## src/rtl/fetch_pkg.sv

```systemverilog
// Shared types and constants for the instruction-fetch stage.
// Queue entries are sized for the widest supported PC/instruction.
package fetch_pkg;
  localparam int ENTRY_PC_W   = 32;
  localparam int ENTRY_INST_W = 32;
  localparam int PC_INC       = 4;
  localparam logic [ENTRY_PC_W-1:0] DEFAULT_RESET_PC = '0;

  typedef struct packed {
    logic [ENTRY_PC_W-1:0]   pc;
    logic [ENTRY_INST_W-1:0] inst;
  } fetch_entry_t;
endpackage

```

## src/rtl/fetch_queue.sv

```systemverilog
// Synchronous FIFO of fetch entries with flush; flush takes priority over push/pop.
module fetch_queue
  import fetch_pkg::*;
#(
  parameter int DEPTH = 4,
  parameter int CW    = $clog2(DEPTH+1)
) (
  input  logic          clock,
  input  logic          reset,
  input  logic          flush,
  input  logic          push,
  input  fetch_entry_t  push_entry,
  input  logic          pop,
  output fetch_entry_t  head_entry,
  output logic          valid,
  output logic [CW-1:0] count
);
  localparam int AW = $clog2(DEPTH);

  fetch_entry_t  mem [DEPTH];
  logic [AW-1:0] wr_ptr, rd_ptr;

  // DEPTH is a power of two, so pointers wrap without compare logic
  always_ff @(posedge clock or posedge reset) begin
    if (reset) begin
      wr_ptr <= '0;
      rd_ptr <= '0;
      count  <= '0;
    end else if (flush) begin
      wr_ptr <= '0;
      rd_ptr <= '0;
      count  <= '0;
    end else begin
      if (push) wr_ptr <= wr_ptr + AW'(1);
      if (pop)  rd_ptr <= rd_ptr + AW'(1);
      count <= count + CW'(push) - CW'(pop);
    end
  end

  always_ff @(posedge clock) begin
    if (push && !flush) mem[wr_ptr] <= push_entry;
  end

  assign head_entry = mem[rd_ptr];
  assign valid      = (count != '0);
endmodule

```

## src/rtl/fetch_unit.sv

```systemverilog
// Instruction fetch: PC register, single-outstanding ROM read, redirect squash,
// and a credit-controlled queue feeding decode.
module fetch_unit #(
  parameter int PC_W   = 32,
  parameter int INST_W = 32,
  parameter int DEPTH  = 4,
  parameter logic [PC_W-1:0] RESET_PC = PC_W'(fetch_pkg::DEFAULT_RESET_PC)
) (
  input  logic                       clock,
  input  logic                       reset,
  input  logic                       enable_in,
  input  logic                       redirect_in,
  input  logic [PC_W-1:0]            redirect_pc_in,
  output logic                       rom_re_out,
  output logic [PC_W-1:0]            rom_addr_out,
  input  logic [INST_W-1:0]          rom_data_in,
  output logic                       inst_valid_out,
  input  logic                       inst_ready_in,
  output logic [INST_W-1:0]          inst_out,
  output logic [PC_W-1:0]            inst_pc_out,
  output logic [PC_W-1:0]            inst_pc_plus4_out,
  output logic [$clog2(DEPTH+1)-1:0] count_out
);
  import fetch_pkg::*;

  localparam int CW  = $clog2(DEPTH+1);
  localparam int CW1 = CW + 1;

  logic [PC_W-1:0] pc, tag;
  logic            inflight, pop, push, credit_ok, issue;
  fetch_entry_t    push_entry, head_entry;

  assign pop  = inst_valid_out & inst_ready_in;
  assign push = inflight & ~redirect_in;

  // Slot reserved for the in-flight return; a same-cycle pop frees one now
  assign credit_ok = ({1'b0, count_out} + CW1'(inflight)) < (CW1'(DEPTH) + CW1'(pop));
  assign issue     = enable_in & ~redirect_in & ~reset & credit_ok;

  assign rom_re_out   = issue;
  assign rom_addr_out = pc;

  always_ff @(posedge clock or posedge reset) begin
    if (reset) begin
      pc       <= RESET_PC;
      tag      <= RESET_PC;
      inflight <= 1'b0;
    end else if (redirect_in) begin
      pc       <= {redirect_pc_in[PC_W-1:2], 2'b00};
      inflight <= 1'b0;
    end else begin
      inflight <= issue;
      if (issue) begin
        pc  <= pc + PC_W'(PC_INC);
        tag <= pc;
      end
    end
  end

  always_comb begin
    push_entry      = '0;
    push_entry.pc   = ENTRY_PC_W'(tag);
    push_entry.inst = ENTRY_INST_W'(rom_data_in);
  end

  fetch_queue #(.DEPTH(DEPTH), .CW(CW)) u_queue (
    .clock      (clock),
    .reset      (reset),
    .flush      (redirect_in),
    .push       (push),
    .push_entry (push_entry),
    .pop        (pop),
    .head_entry (head_entry),
    .valid      (inst_valid_out),
    .count      (count_out)
  );

  assign inst_out          = INST_W'(head_entry.inst);
  assign inst_pc_out       = PC_W'(head_entry.pc);
  assign inst_pc_plus4_out = inst_pc_out + PC_W'(PC_INC);
endmodule
```

## config.mk

```make
export PLATFORM = sky130hd
export DESIGN_NAME = fetch_unit
export DESIGN_NICKNAME = d
export VERILOG_FILES = /design/src/rtl/fetch_pkg.sv /design/src/rtl/fetch_queue.sv /design/src/rtl/fetch_unit.sv
export SDC_FILE = /design/constraint.sdc
export NUM_CORES = 1
export LEC_CHECK = 0
export CORE_MARGIN = 4
export CORE_UTILIZATION = 40
export DETAILED_ROUTE_END_ITERATION = 10
export GPL_TIMING_DRIVEN = 0
export PLACE_DENSITY = 0.66
export RECOVER_POWER = 50
export SLEW_MARGIN = 20
export SYNTH_ARGS = -nofsm -noshare
export SYNTH_HDL_FRONTEND = slang
export SYNTH_SLANG_ARGS = --single-unit
```

## constraint.sdc

```tcl
create_clock -name clock -period 6.55 [get_ports clock]
set_input_delay 0.9825 -clock clock [delete_from_list [all_inputs] [get_ports clock]]
set_output_delay 0.9825 -clock clock [all_outputs]
set_load 0.01 [all_outputs]
```

* After elaboration in Yosys (flattened, before gate mapping)
Memories as Yosys holds them, arrays and structs flattened.
Cells that the tools add are included.
** Operators by class
- Reduce and logical (&&, ||, !) cells :: 7
- Bitwise gates (word level) :: 7
- Multiplexer cells :: 10
- Magnitude comparators :: 1
- Add/subtract/negate cells :: 8
** Operators by type and width (count)
- adder 32 x 3 -> 32 bit, second input constant :: 2
- two-way mux 32 bit :: 2
- two-way mux 2 bit :: 4
- nonzero test 2 bit :: 3
- bitwise AND 1 bit :: 5
- adder 2 x 1 -> 2 bit, second input constant :: 2
- adder 3 x 1 -> 4 bit :: 1
- adder 3 x 1 -> 4 bit, first input constant :: 1
- less-than comparator 4 bit :: 1
- adder 3 x 1 -> 3 bit :: 1
- two-way mux 1 bit :: 3
- two-way mux 3 bit :: 1
- nonzero test 3 bit :: 1
- subtractor 3 x 1 -> 3 bit :: 1
- NOT 1 bit :: 2
- AND reduction 2 bit :: 1
- logical AND 1 bit :: 1
- zero test 1 bit :: 1
** Storage, ports and cells
- Memory bits (writable) :: 256
- Memories :: 1
- Input port bits :: 69
- Logic and storage cells :: 40
- Output and inout port bits :: 133
- Register bits after elaboration :: 72
** Memory list
- u_queue.mem :: depth 4, bits a word 64, read ports 1, clocked after Yosys merged registers in 0, write ports 1, line fetch_queue.sv:20 : fetch_entry_t mem [DEPTH];

* Longest topological paths before layout
- Depth in word-level cells :: 7
- Depth in mapped cells :: 10
- Gate-level depth less buffers :: 8

* Cells and area by module
From an unflattened synthesis, not the netlist that was laid out.
** Unflattened totals
- Cells, all modules :: 802
- Area total of the unflattened synthesis :: 13246.5 µm²
** Modules (own cells, without submodules)
- fetch_queue :: instances 1, cells an instance 374, area an instance 9698.1 µm²
- fetch_unit :: instances 1, cells an instance 428, area an instance 3548.4 µm²

* Worst setup path before layout
No wires, ideal clock.
- Kind :: input to output
- From :: input port reset
- To :: output port rom_re_out
- Path buffers :: 2
- Stages :: 6
- Setup slack :: 2094 ps
- Arrival time :: 3474 ps
- Data required time :: 5568 ps
- Cells stage by stage :: inv_1 and3_1 nand3_2 buf_2 buf_1 inv_1
** On the way
- Longest elaborated chain between the ends :: 3
** Ends and longest elaborated chain
- start: declaration :: line fetch_unit.sv:10 : input logic reset,
- NOT 1 bit :: line fetch_unit.sv:38 : assign issue = enable_in & ~redirect_in & ~reset & credit_ok;
- bitwise AND 1 bit (2 in a row) :: line fetch_unit.sv:38
- end: declaration :: line fetch_unit.sv:14 : output logic rom_re_out,
No other way between the ends.

* Worst setup path after layout
- From :: input port inst_ready_in
- To :: output port rom_re_out
** On the way
- Longest elaborated chain between the ends :: 4
** Ends and longest elaborated chain
- start: declaration :: line fetch_unit.sv:18 : input logic inst_ready_in,
- bitwise AND 1 bit :: line fetch_unit.sv:33 : assign pop = inst_valid_out & inst_ready_in;
- adder 3 x 1 -> 4 bit :: line fetch_unit.sv:37 : assign credit_ok = ({1'b0, count_out} + CW1'(inflight)) < (CW1'(DEPTH) + CW1'(pop));
- less-than comparator 4 bit :: line fetch_unit.sv:37
- bitwise AND 1 bit :: line fetch_unit.sv:38
No other way between the ends.

==> flow_metrics.py <==
metrics = {
    "sta": {
        "fin_worst_skew_ps": 35.1,
        "max_freq_mhz": 219,
        "setup_viol": 0,
        "worst_slew_pin_slew_ps": 2590,
        "tns_ps": 0,
        "hold_viol_final": 0,
        "slew_headroom_pct": -72.9,
        "rsz0062_at_grt": "no",
        "fin_crit_sh_pct": 69.7,
        "period_needed_ps": 4570,
        "fin_ws_ps": 1980,
        "whs_ps": 526,
        "slew_viol_final": 121,
    },
    "power": {
        "power_density_mw_per_mm2": 351,
        "p_leak_nw": 5.88,
        "peakVddDrop_mv": 0.170,
        "power_mw": 5.93,
    },
    "floorplanning": {
        "start_util_pct": 40.4,
        "row_count": 66,
        "coreArea_mm2": 0.0325,
        "dieArea_mm2": 0.0358,
        "chipWidth_um": 189,
        "dieHeight_um": 189,
        "ioPinCount": 202,
    },
    "routing": {
        "dr_wl_met2_um": 15800,
        "drtPass1Iterations": 5,
        "drc": 0,
        "met3_length_um": 2220,
        "wl_per_cell_um": 21.8,
        "top_layer": "met4",
        "vias": 8006,
        "initialDrtViolationCount": 744,
        "wl_um": 32800,
        "via_per_inst": 5.31,
        "wl_met1_um": 14300,
        "final_antenna_net_count": 0,
    },
    "cells_and_area": {
        "finalNonFillerCells": 1507,
        "drive_gt1_share_pct": 13.7,
        "insertedDiodeCount": 0,
        "areaGrowthSynthToFinish_pct": 28.6,
        "finish.instance_area_mm2": 0.0169,
        "final_nets": 1122,
        "finalCoreUtilization_pct": 52.0,
        "seq_area_mm2": 0.00915,
        "multiInputGateArea_mm2": 0.00369,
        "nFillCells": 2678,
    },
    "global_routing": {
        "grt_overflow": 0,
        "grt_start_max_net_pins": 45,
        "grt_pass1_vias": 8236,
        "antenna_found_initial": 0,
        "grt_first_pass_wirelength_um": 50400,
        "track_usage_pct": 18.2,
    },
    "clock_network": {
        "ctsHtreeMaxLevel": 2,
        "cts-root-buf": "clkbuf_16",
        "clock_path_buffers": 3,
        "cts-resized-gates": 0,
        "postCtsHoldBufs": 0,
        "clk_latency_ps": 520,
        "clkSinkCount": 316,
        "clk_pin_slew_worst_paths_ps": 60,
        "cts_tree": "built",
        "post-cts-setup-buffer-count": 0,
        "cts-buffers-inserted": 35,
    },
    "run": {
        "maxCapViolations": 4,
    },
    "synthesis": {
        "synth_cell_types": 54,
        "synth_cells": 803,
        "synth_area_leader_cell": "edfxtp_1",
        "ys_top_cells_by_area": "edfxtp_1 57%, dfrtp_1 13%, mux4_2 9.6%, nand2_1 3.6%, xnor2_1 1.8%",
        "synth_area_per_cell_um2": 16.3,
        "seq_area_frac_synth_pct": 69.7,
        "netlist_area_mm2": 0.0131,
        "synth_top_area_share_pct": 56.8,
        "yosys_warnings": 0,
        "ys_ff_latch": 316,
        "synth_edf_count": 248,
        "ys.flop_type": "edfxtp_1",
        "async_flop_share_pct": 21.5,
    },
    "critical_path": {
        "r2r.worst_path.cells": 3,
        "crit_required_ps": 5570,
        "startpoint_type": "input port",
        "cpMaxStageDelayCell": "clkdlybuf4s50_1",
        "end_kind": "output pin",
        "crit_chain": "clkdlybuf4s50_1 -> o31ai_1 -> o31ai_1 -> nand3_2 -> buf_2 -> buf_1 -> inv_1 -> clkdlybuf4s50_1",
        "critPathMaxStageDelay_ps": 530,
        "worstPathArrival_ps": 3580,
        "cp_max_fo": 10,
        "worstSetupPathType": "in2out",
        "rrSetupSlack_ps": 3170,
    },
    "place": {
        "placed_area_mm2": 0.0158,
        "place.gp.congestion": 0.861,
        "io_buffers": 192,
        "dp.cells": 1447,
        "hpwl_um": 22000,
        "pre_cts_slack_ps": 2020,
    },
    "run_status": {
        "status": "finished with violations",
        "failed_checks": "capacitance limit, slew limit",
    },
    "min_path": {
        "hold_class": "reg2reg",
        "hold_depth": 0,
    },
}
report_power, final:
group          internal (mW)  switching, mW
Sequential              2.36          0.173
Combinational          0.763          0.671
Clock                   1.20          0.764
Total                   4.32           1.61
per-layer routing:
metal  GRT usage (%)  vias up
met5               0        -
met2            28.9      257
met4            4.15        0
met1            26.0     4104
li1                -     3598
met3            3.96       47
registers in the layout (all words and copies together), names as in the netlist:
name,flops
tag,30
u_queue.mem,248
u_queue.rd_ptr,2
inflight,1
u_queue.wr_ptr,2
rom_addr_out,30
u_queue.count,3
area by class of cell:
type / instances / share of cell area [%]
flip-flops and latches: 316 / 54.2
multi-input cells: 434 / 21.9
repair buffers: 197 / 12.0
clock buffers: 47 / 5.76
well taps: 442 / 3.28
plain buffers: 41 / 1.43
clock inverters: 13 / 1.08
inverters: 17 / 0.393
worst paths after layout:
check / from / endpoint
min in group asynchronous: reset / u_queue.wr_ptr[1]
max in group asynchronous: reset / tag[16]
worst min register to register: tag[6] / u_queue.mem[2][38]
worst max-delay path: inst_ready_in / rom_re_out
worst max register to register: inflight / u_queue.mem[3][40]
worst min-delay path: tag[6] / u_queue.mem[2][38]
critical path, delay by kind of cell:
family | cells | cell delay (ps)
buffers and inverters | 5 | 1730
AO/OA/AOI/OAI | 2 | 600
AND/OR/NAND/NOR | 1 | 260
cells in the mapped netlist (6+ instances only):
library cell	number
ha_1	10
a221o_1	12
nor4_1	10
o21ai_0	18
buf_4	10
nor3_1	11
nand2_1	125
o311ai_0	12
nand3_1	22
nand4_1	18
mux4_2	56
inv_1	17
buf_2	8
and3_1	13
dfrtp_1	68
buf_1	7
xor2_1	10
clkbuf_1	11
mux4_1	6
xnor2_1	27
edfxtp_1	248
nor2_1	18
cells by family (layout without fill, tap and decap cells):
logic type	Yosys count	in the layout	synth area share (%)
other	1	6	0.0286
adder cells (fa/ha/maj)	11	11	1.11
AND/OR/NAND/NOR	250	250	9.56
buffers and inverters	58	315	2.33
AO/OA/AOI/OAI	63	63	3.58
flip-flops	316	316	69.7
XOR/XNOR	37	37	2.47
multiplexers	67	67	11.2
cells in the final DEF (no fill, tap or decap), types with 7 or more instances in the layout:
master,count
nand2_1,125
dfrtp_1,68
xor2_1,10
nand3_1,22
nor4_1,10
mux4_2,56
and3_1,13
o21ai_0,18
inv_1,16
nand4_1,18
clkdlybuf4s50_1,159
buf_2,8
nor3_1,11
buf_4,10
edfxtp_1,248
xnor2_1,27
clkbuf_16,36
buf_1,7
a221o_1,12
nor2_1,18
o311ai_0,12
ha_1,10
clkbuf_1,20
dlygate4sd3_1,33
Power figures use the tool's default switching activity.
